<file path="src/rtl/fb_port_arbiter.sv">
// Frame-RAM port arbiter.
// Shares one single-port frame RAM between the VGA scan-out reader, a pixel
// write stream and an internal clear engine. Reads always win. Clear writes
// and stream writes use the idle cycles. The stream write address is generated
// here. It auto-increments, wraps at the end of the frame and is resynced by
// SOF, so writers only have to push pixels.
// The RAM samples we/re/adr/dat on the rising edge and has 1-cycle read
// latency, so the grant logic below is purely combinational.

module fb_port_arbiter #(
  parameter int DEPTH = 307200,
  parameter int AW    = 19,
  parameter int DW    = 12
) (
  input  logic          clk_i,
  input  logic          rst,

  // VGA scan-out read port
  input  logic          rd_req,
  input  logic [AW-1:0] rd_adr,
  output logic [DW-1:0] rd_dat,
  output logic          rd_vld,

  // Pixel write stream
  input  logic          wr_valid,
  input  logic          wr_sof,
  input  logic [DW-1:0] wr_dat,
  output logic          wr_ready,

  // Clear engine control
  input  logic          clr_start,
  input  logic [DW-1:0] clr_color,
  output logic          busy,
  output logic          clr_done,

  // Stream frame status
  output logic          frame_done,
  output logic [7:0]    frame_cnt,

  // Frame RAM port
  output logic          ram_we,
  output logic          ram_re,
  output logic [AW-1:0] ram_adr,
  output logic [DW-1:0] ram_wdat,
  input  logic [DW-1:0] ram_rdat
);

  // Pointer limits are derived from DEPTH, not from 2^AW-1, because DEPTH is
  // normally not a power of two.
  localparam logic [AW-1:0] LAST_ADR = AW'(DEPTH - 1);
  // After an SOF pixel at address 0, the next pixel goes to address 1. A
  // one-word RAM would wrap straight back to 0.
  localparam logic [AW-1:0] SOF_NEXT = (DEPTH > 1) ? AW'(1) : '0;

  localparam logic [0:0] S_IDLE  = 1'b0;
  localparam logic [0:0] S_CLEAR = 1'b1;

  logic [0:0]    state_q,      state_d;
  logic [AW-1:0] wptr_q,       wptr_d;
  logic [AW-1:0] cptr_q,       cptr_d;
  logic [DW-1:0] color_q,      color_d;
  logic          rd_vld_q;
  logic          clr_done_q,   clr_done_d;
  logic          frame_done_q, frame_done_d;
  logic [7:0]    frame_cnt_q,  frame_cnt_d;

  logic in_idle;
  logic in_clear;
  logic clr_gnt;
  logic wr_gnt;
  logic clr_last;
  logic wr_last;
  logic clr_accept;

  // Fixed-priority grant: read, then clear, then stream.
  assign in_idle    = (state_q == S_IDLE);
  assign in_clear   = (state_q == S_CLEAR);
  assign clr_gnt    = ~rd_req & in_clear;
  assign wr_gnt     = ~rd_req & in_idle & wr_valid;
  assign clr_last   = clr_gnt & (cptr_q == LAST_ADR);
  assign wr_last    = wr_gnt & ~wr_sof & (wptr_q == LAST_ADR);
  // A start request that arrives during a clear is dropped.
  assign clr_accept = in_idle & clr_start;

  assign wr_ready   = in_idle & ~rd_req;
  assign rd_dat     = ram_rdat;
  assign rd_vld     = rd_vld_q;
  assign busy       = in_clear;
  assign clr_done   = clr_done_q;
  assign frame_done = frame_done_q;
  assign frame_cnt  = frame_cnt_q;

  // Drive the RAM port from whichever source holds the grant this cycle.
  always_comb begin
    // NOTE: every output of a combinational block gets a default first. A
    // path that leaves a signal unassigned would infer a latch.
    ram_we   = 1'b0;
    ram_re   = 1'b0;
    ram_adr  = '0;
    ram_wdat = '0;
    if (rd_req) begin
      ram_re  = 1'b1;
      ram_adr = rd_adr;
    end else if (in_clear) begin
      ram_we   = 1'b1;
      ram_adr  = cptr_q;
      ram_wdat = color_q;
    end else if (wr_gnt) begin
      ram_we   = 1'b1;
      ram_adr  = wr_sof ? '0 : wptr_q;
      ram_wdat = wr_dat;
    end
  end

  // Next state for the IDLE/CLEAR controller and the clear pointer and colour.
  // A clear write blocked by a read leaves cptr unchanged, so that address is
  // retried on the next cycle.
  always_comb begin
    state_d = state_q;
    cptr_d  = cptr_q;
    color_d = color_q;
    if (clr_accept) begin
      state_d = S_CLEAR;
      cptr_d  = '0;
      color_d = clr_color;
    end else if (clr_gnt) begin
      if (clr_last) begin
        state_d = S_IDLE;
        cptr_d  = '0;
      end else begin
        cptr_d  = cptr_q + AW'(1);
      end
    end
  end

  // Next stream write pointer. SOF resyncs the pointer to address 0. The end
  // of a frame wraps the pointer. Finishing a clear rewinds it so that the
  // next frame starts at address 0.
  always_comb begin
    wptr_d = wptr_q;
    if (clr_last) begin
      wptr_d = '0;
    end else if (wr_gnt) begin
      if (wr_sof) begin
        wptr_d = SOF_NEXT;
      end else if (wr_last) begin
        wptr_d = '0;
      end else begin
        wptr_d = wptr_q + AW'(1);
      end
    end
  end

  // Completion pulses fire on the cycle after the write that finishes the
  // clear or the frame.
  always_comb begin
    clr_done_d   = clr_last;
    frame_done_d = wr_last;
    frame_cnt_d  = frame_cnt_q + 8'(wr_last);
  end

  // State and status registers, cleared by the synchronous active-high reset.
  // A reset during a clear returns the block to IDLE with no clr_done pulse.
  always_ff @(posedge clk_i) begin
    // NOTE: sequential state uses non-blocking assignments, so every register
    // samples values from before the clock edge no matter which statement
    // order is used.
    if (rst) begin
      state_q      <= S_IDLE;
      wptr_q       <= '0;
      cptr_q       <= '0;
      color_q      <= '0;
      rd_vld_q     <= 1'b0;
      clr_done_q   <= 1'b0;
      frame_done_q <= 1'b0;
      frame_cnt_q  <= '0;
    end else begin
      state_q      <= state_d;
      wptr_q       <= wptr_d;
      cptr_q       <= cptr_d;
      color_q      <= color_d;
      rd_vld_q     <= rd_req;
      clr_done_q   <= clr_done_d;
      frame_done_q <= frame_done_d;
      frame_cnt_q  <= frame_cnt_d;
    end
  end

endmodule

</file>
<file path="config.mk">
export PLATFORM = sky130hd
export DESIGN_NAME = fb_port_arbiter
export DESIGN_NICKNAME = d
export VERILOG_FILES = /design/src/rtl/fb_port_arbiter.sv
export SDC_FILE = /design/constraint.sdc
export NUM_CORES = 1
export LEC_CHECK = 0
export CORE_ASPECT_RATIO = 1.1
export CORE_MARGIN = 5
export CORE_UTILIZATION = 34
export CTS_CLUSTER_DIAMETER = 50
export DETAILED_ROUTE_END_ITERATION = 8
export GPL_TIMING_DRIVEN = 0
export PLACE_DENSITY = 0.6
export REMOVE_ABC_BUFFERS = 1
export SLEW_MARGIN = 20
export SYNTH_ARGS = -nofsm -noshare
export SYNTH_HDL_FRONTEND = slang
export SYNTH_SLANG_ARGS = --single-unit
</file>
<file path="constraint.sdc">
create_clock -name clk_i -period 6.65 [get_ports clk_i]
set_clock_uncertainty 0.15 [all_clocks]
set_input_delay 0.665 -clock clk_i [delete_from_list [all_inputs] [get_ports clk_i]]
set_output_delay 0.665 -clock clk_i [all_outputs]
set_load 0.02 [all_outputs]
</file>
==> impl_results.md, run 1 <==
- Worst Hold Path EP: color_q[1]
- Initial antenna violation count: 0
- Residual DRC: 0
- Uppermost layer routed: met4
- R2R depth: 8
- Setup TNS: 0 ns
- Post-synth ARST share: 0%
- # IOs: 119
- Top cell type's share of synthesized area: 35.5%
- Top_reg_cell synth: dfxtp_1
- Top post-synthesis cells by area: dfxtp_1, nand2_1, nor2_1
- Maximum clock rate: around 230 MHz
- Worst hold stages: 2
- Top-count cell post-synth: nand2_1
- Final setup fails: 0
- Worst R2R End: frame_cnt[7]
- Clock sinks: 62
- DR vias/cell: around 5.4
- Hold Crit Start: color_q[1]
- Initial Util: a little over a third
- Pwr dens: roughly 180 nW/um2
- Share of cells above drive strength 1: 6.52%
- Number of setup buffers added after CTS: 0
- Placement Rows: 38
- First-pass iteration count of the detailed router: 4
- Crit end category: output pin
- CTS root buf: clkbuf_8
- Die span in x: between 100 and 150 um
- Diodes inserted: 0
- DR vias: roughly 3400
- Global-route usage over all layers: roughly 17%
- Seq cells post-synth: between 60 and 70
- Final cell count without fillers: between 600 and 700
- Status: completed
- Area growth from synthesis to layout: 30.2%
- Largest net degree at the start of global routing: 38
- DR WL met3: roughly 1200 um
- Yosys top cell by area: dfxtp_1
- RSZ-0062 raised after global routing: false
- Min Tclk post-route: between 4 and 5 ns
- Detail Route met2 WL: 4330 um
- Mapped Cells: approximately 440
- Critical Path AT: 3.49 ns
- Max Buffers Root-to-Sink: 2
- Hold Slack: 0.312 ns
- H-tree Lvls: 3
- Vias in the first global route: 3417
- Max IR drop VDD: between 100 and 150 uV
- Final antenna-violating net count: 0
- Static Leak: 1.55 nW
- First DRT Iteration DRCs: around 140
- Required time worst endpoint: around 5.8 ns
- Drt wl/cell: roughly 16 um
- Critical path origin: wr_valid
- Hold Fails Final Rpt: 0
- Placed Cells: 610
- First-pass GRT wire length: 17000 um
- Worst Path Max Fanout: 18
- Final Max Slew Viols: 0
- Mean Syn Cell Area: roughly 8 um2
- Crit Path Class: in2out
- FF-to-FF Start: busy
- Register-to-register setup slack: around 3.3 ns
- DP HPWL: 7380 um
- Cell Area, Synth: between 3000 and 4000 um2
- Sequential cell area: roughly 1200 um2
- Cts repair resizes: 0
- Hold-fix buffers, CTS: 0
- Post-synthesis sequential area ratio: approximately 35%
- Drt total wl: 10300 um
- Wl on met1: 4620 um
- Die Height: 116 um
- Gr ovfl total: 0
- Final worst path period share: between 60% and 70%
- Multi-input gate area: 1990 um2
- Max-cap violation count: 0
- Filler cells: between 1000 and 1500
- Gp weighted congestion: 0.853
- Worst-Skew Late Latency: 0.34 ns
- Crit path launch type: primary input
- CTS tree: done
- Final nets: 566
- Most instantiated cells after synthesis: nand2_1, dfxtp_1, nor2_1
- YS warnings: 0
- Slew headroom: 30.8%
- Post-synth EDFFs: 0
- Port bufs: 94
- Reg clk slew, reported paths: about 0.070 ns
- Actual slew at the worst max-slew pin: between 1 and 1.5 ns
- Yosys cell types: 56
- Die ar.: 12400 um2
- Worst hold-check path type: reg2reg
- Core box area: between 9000 and 10000 um2
- Clock buffer count from CTS: 9
stage by stage:
| stage | power (mW) | util [%] | area [um2] | worst slack (ns) |
|---|---|---|---|---|
| after floorplan | 0.438 | - | 3230 | 3.58 |
| after global placement | 0.508 | 43.3 | 4330 | 0.994 |
| after detailed placement | 0.510 | 43.6 | 4350 | 2.13 |
| after CTS | 0.851 | 45.6 | 4550 | 2.10 |
| after global routing | 0.880 | 45.7 | 4560 | 2.03 |
| final | 0.842 | 45.7 | 4560 | 2.35 |
state kept, by name, indices dropped and copies added (netlist names):
signal      count
cptr_q         19
wptr_q         19
color_q        12
frame_cnt       8
busy            1
clr_done        1
frame_done      1
rd_vld          1
per-layer routing:
metal	global-route usage, %	vias to the layer above
met5	0	-
met4	6.99	0
met3	7.63	16
met2	26.7	150
met1	20.9	1571
li1	-	1667
how the worst max path moves through the flow:
stage               cells past startpoint     endpoint
global route                            4   ram_adr[4]
finish                                  5   ram_adr[4]
CTS                                     5  ram_adr[16]
global placement                        6  ram_adr[16]
detailed placement                      6  ram_adr[16]
floorplan                               5   wptr_q[18]
critical path, cell delays in order:
cell and delay (ns):
clkdlybuf4s50_1 0.50, nor3b_4 0.67, nand2b_1 0.60, o221ai_1 0.37
clkdlybuf4s50_1 0.67
layout by cell type, fill, tap and decap left out, types with 3 or more instances in the layout:
master and n:
nand3_1 21, a221o_1 16, inv_1 4, xnor2_1 15
xor2_1 8, nor2_1 59, nor3_2 4, a41oi_1 3
a21oi_1 30, or3_1 3, clkbuf_8 11, clkdlybuf4s50_1 93
a31oi_1 5, nand2b_1 3, and4_1 3, a22o_1 12
nor4_1 3, ha_1 4, nand4_1 8, nor3_1 10
dfxtp_1 62, nor2b_1 5, nand2_1 67, clkinv_2 3
o31a_1 3, and3_1 4, nand3b_1 3, o21ai_0 6
where the power goes:
part	internal [mW]	total, mW	switching, mW	leakage (nW)
Combinational	0.0609	0.117	0.0565	0.947
Clock	0.192	0.340	0.149	0.106
Sequential	0.377	0.384	0.00735	0.502
cells by family (layout without fill, tap and decap cells):
group / after synthesis / in the layout / synth area share [%]
adders and majority gates: 4 / 4 / 1.43
muxes: 1 / 1 / 0.286
AOI/OAI and AO/OA: 87 / 87 / 17.9
xor gates and xnor gates: 23 / 23 / 5.75
buffers and inverters: 49 / 116 / 8.04
and+or+nand+nor: 213 / 213 / 31.1
DFF: 62 / 62 / 35.5
cell type report:
type                            instances  area share, %
Multi-Input combinational cell        328           43.6
Sequential cell                        62           27.2
Timing Repair Buffer                   96           21.2
Clock buffer                           12           3.40
Tap cell                              120           3.29
Clock inverter                          4          0.988
Inverter                                4          0.329
No activity file was read; power rests on OpenSTA's default activity.
==> run 2, diff against run 1 <==
Settings changed: PLACE_DENSITY 0.6 to 0.62.
Clock period 6.65 ns to 3.5 ns, I/O delays scaled along.
==> run 2 against run 1 <==
Compared with the run above: critical path depth unchanged; combinational power increased by 95%; largest cell class unchanged; via count decreased by 0.88%; die area unchanged; hold slack about the same; sequential share of layout area about the same; sequential power increased by 90%.
==> impl_results.md, run 2 (synthesis results as in run 1) <==
- Static Leak: around 1.6 nW
- Post-Place Cell Area: around 4300 um2
- DR vias/cell: around 5.4
- R2R depth: 5
- Share of cells above drive strength 1: 7.27%
- Min Tclk post-route: ~3.3 ns
- CP top delay family: simple AND/OR/NAND/NOR gates
- Gp weighted congestion: around 0.86
- # IOs: approximately 120
- Final nets: about 570
- Actual slew at the worst max-slew pin: slightly above 1 ns
- Final antenna-violating net count: 0
- Final instance area: 4560 um2
- H-tree Lvls: 3
- Largest net degree at the start of global routing: between 40 and 50
- Slew headroom: between 30% and 40%
- Filler cells: 1028
- Die span in x: between 100 and 150 um
- CTS tree: done
- Initial antenna violation count: 0
- Gr ovfl total: 0
- Placement Rows: 38
- Critical path's largest stage delay: between 0.6 and 0.7 ns
- Port bufs: 94
- Final Core Density: 45.7%
- Worst hold-check path type: reg2reg
- CTS root buf: clkbuf_8
- Hold Crit Start: color_q[11]
- Maximum clock rate: about 300 MHz
- Hold-fix buffers, CTS: 0
- Critical Path AT: roughly 2.8 ns
- Crit Path Class: reg2out
- Required time worst endpoint: 3.00 ns
- Worst Path Max Fanout: 30
- Initial Util: a little over a third
- Drt total wl: roughly 10000 um
- Worst Hold Path EP: color_q[11]
- Leading registers by flop count: cptr_q: 19 flops, wptr_q: 19 flops, color_q: 12 flops
- Core box area: around 10000 um2
- Vias in the first global route: roughly 3400
- Final cell count without fillers: roughly 630
- Diodes inserted: 0
- RSZ-0062 raised after global routing: false
- Residual DRC: 0
- First DRT Iteration DRCs: 207
- FF-to-FF Start: busy
- Most common cell after layout, fill and taps aside: clkdlybuf4s50_1
- Clock sinks: 62
- Drt wl/cell: about 17 um
- CP Cell Sequence: or3b_1 -> nor2_4 -> buf_4 -> a221o_1 -> clkdlybuf4s50_1
- Crit path max-delay cell type: dfxtp_2
- Placed Cells: about 610
- Pwr dens: around 330 nW/um2
- Max IR drop VDD: 178 uV
- First-pass GRT wire length: between 15000 and 20000 um
- Most frequent cells in the layout: clkdlybuf4s50_1, nand2_1, dfxtp_1, nor2_1, a21oi_1
- DP HPWL: roughly 7400 um
- Status: completed
- Area growth from synthesis to layout: 30.3%
- Final setup fails: 0
- Global-route usage over all layers: 17.3%
- Die Height: 116 um
- Final Max Slew Viols: 0
- First-pass iteration count of the detailed router: 4
- Crit end category: output pin
- Worst-Skew Late Latency: about 0.34 ns
- Max Buffers Root-to-Sink: 2
- DR vias: 3374
- Worst hold stages: 2
- Total power draw: between 1.5 and 2 mW
- Die ar.: ~12000 um2
- Worst R2R End: wptr_q[15]
- Max-cap violation count: 0
- Clock buffer count from CTS: 9
- Reg clk slew, reported paths: 0.07 ns
- Final worst path period share: 94.8%
- Hold Fails Final Rpt: 0
- Crit path launch type: register
- WP buf/inv: 2
- Register-to-register setup slack: 0.52 ns
- Multi-input gate area: between 1500 and 2000 um2
- Sequential cell area: between 1000 and 1500 um2
[run 2: layout make-up]
type	instances	area share, %
multi-input cells	329	43.8
flip-flops and latches	62	27.2
repair buffers	98	21.7
well taps	120	3.29
clock buffers	11	3.10
clock inverters	5	0.549
inverters	4	0.329
[run 2: routing by layer]
| layer | global-route usage, % | vias to the layer above | share of wire, % |
|---|---|---|---|
| met5 | 0 | - | 0 |
| met4 | 7.33 | 0 | 1.2 |
| met3 | 7.41 | 10 | 12 |
| met2 | 26.7 | 145 | 43 |
| met1 | 21.1 | 1540 | 44 |
| li1 | - | 1679 | - |
[run 2: metrics by stage]
step	hold WS [ns]	setup slack, ns	TNS (ns)
after global placement	0.294	-1.47	-90.53
after CTS	0.310	0.00851	0
final	0.311	0.182	0
after detailed placement	0.299	-0.363	-5.05
after floorplan	0.269	0.435	0
after global routing	0.324	0.0103	0
[run 2: how the worst max path moves through the flow]
stage | from | endpoint | slack [ns] | depth (start not counted)
4_1_cts | busy | ram_adr[16] | 0.009 | 5
2_1_floorplan | busy | wptr_q[18] | 0.43 | 5
6_report | busy | ram_adr[17] | 0.18 | 5
3_3_place_gp | rd_req | ram_adr[16] | -1.47 | 6
5_1_grt | busy | ram_adr[17] | 0.01 | 5
3_5_place_dp | wr_valid | ram_adr[16] | -0.36 | 6
[run 2: what timing repair did]
item,in CTS,in global routing
cloned,1,0
pin swaps,2,1
setup endpoints to repair,31,12
setup buffers,1,2
gates resized for setup,2,1
[run 2: worst reg2reg max path: stages, from the launching register on]
cell and delay [ns]:
dfxtp_2 0.68, nor2b_2 0.78, nand4_4 0.25, or4_4 0.66
nand2b_4 0.26, a31oi_1 0.08
[run 2: where the power goes]
part	switching (mW)	leakage, nW	total [mW]	internal, mW
combinational	0.110	0.961	0.228	0.118
clock	0.285	0.0926	0.555	0.270
sequential	0.0138	0.502	0.730	0.716
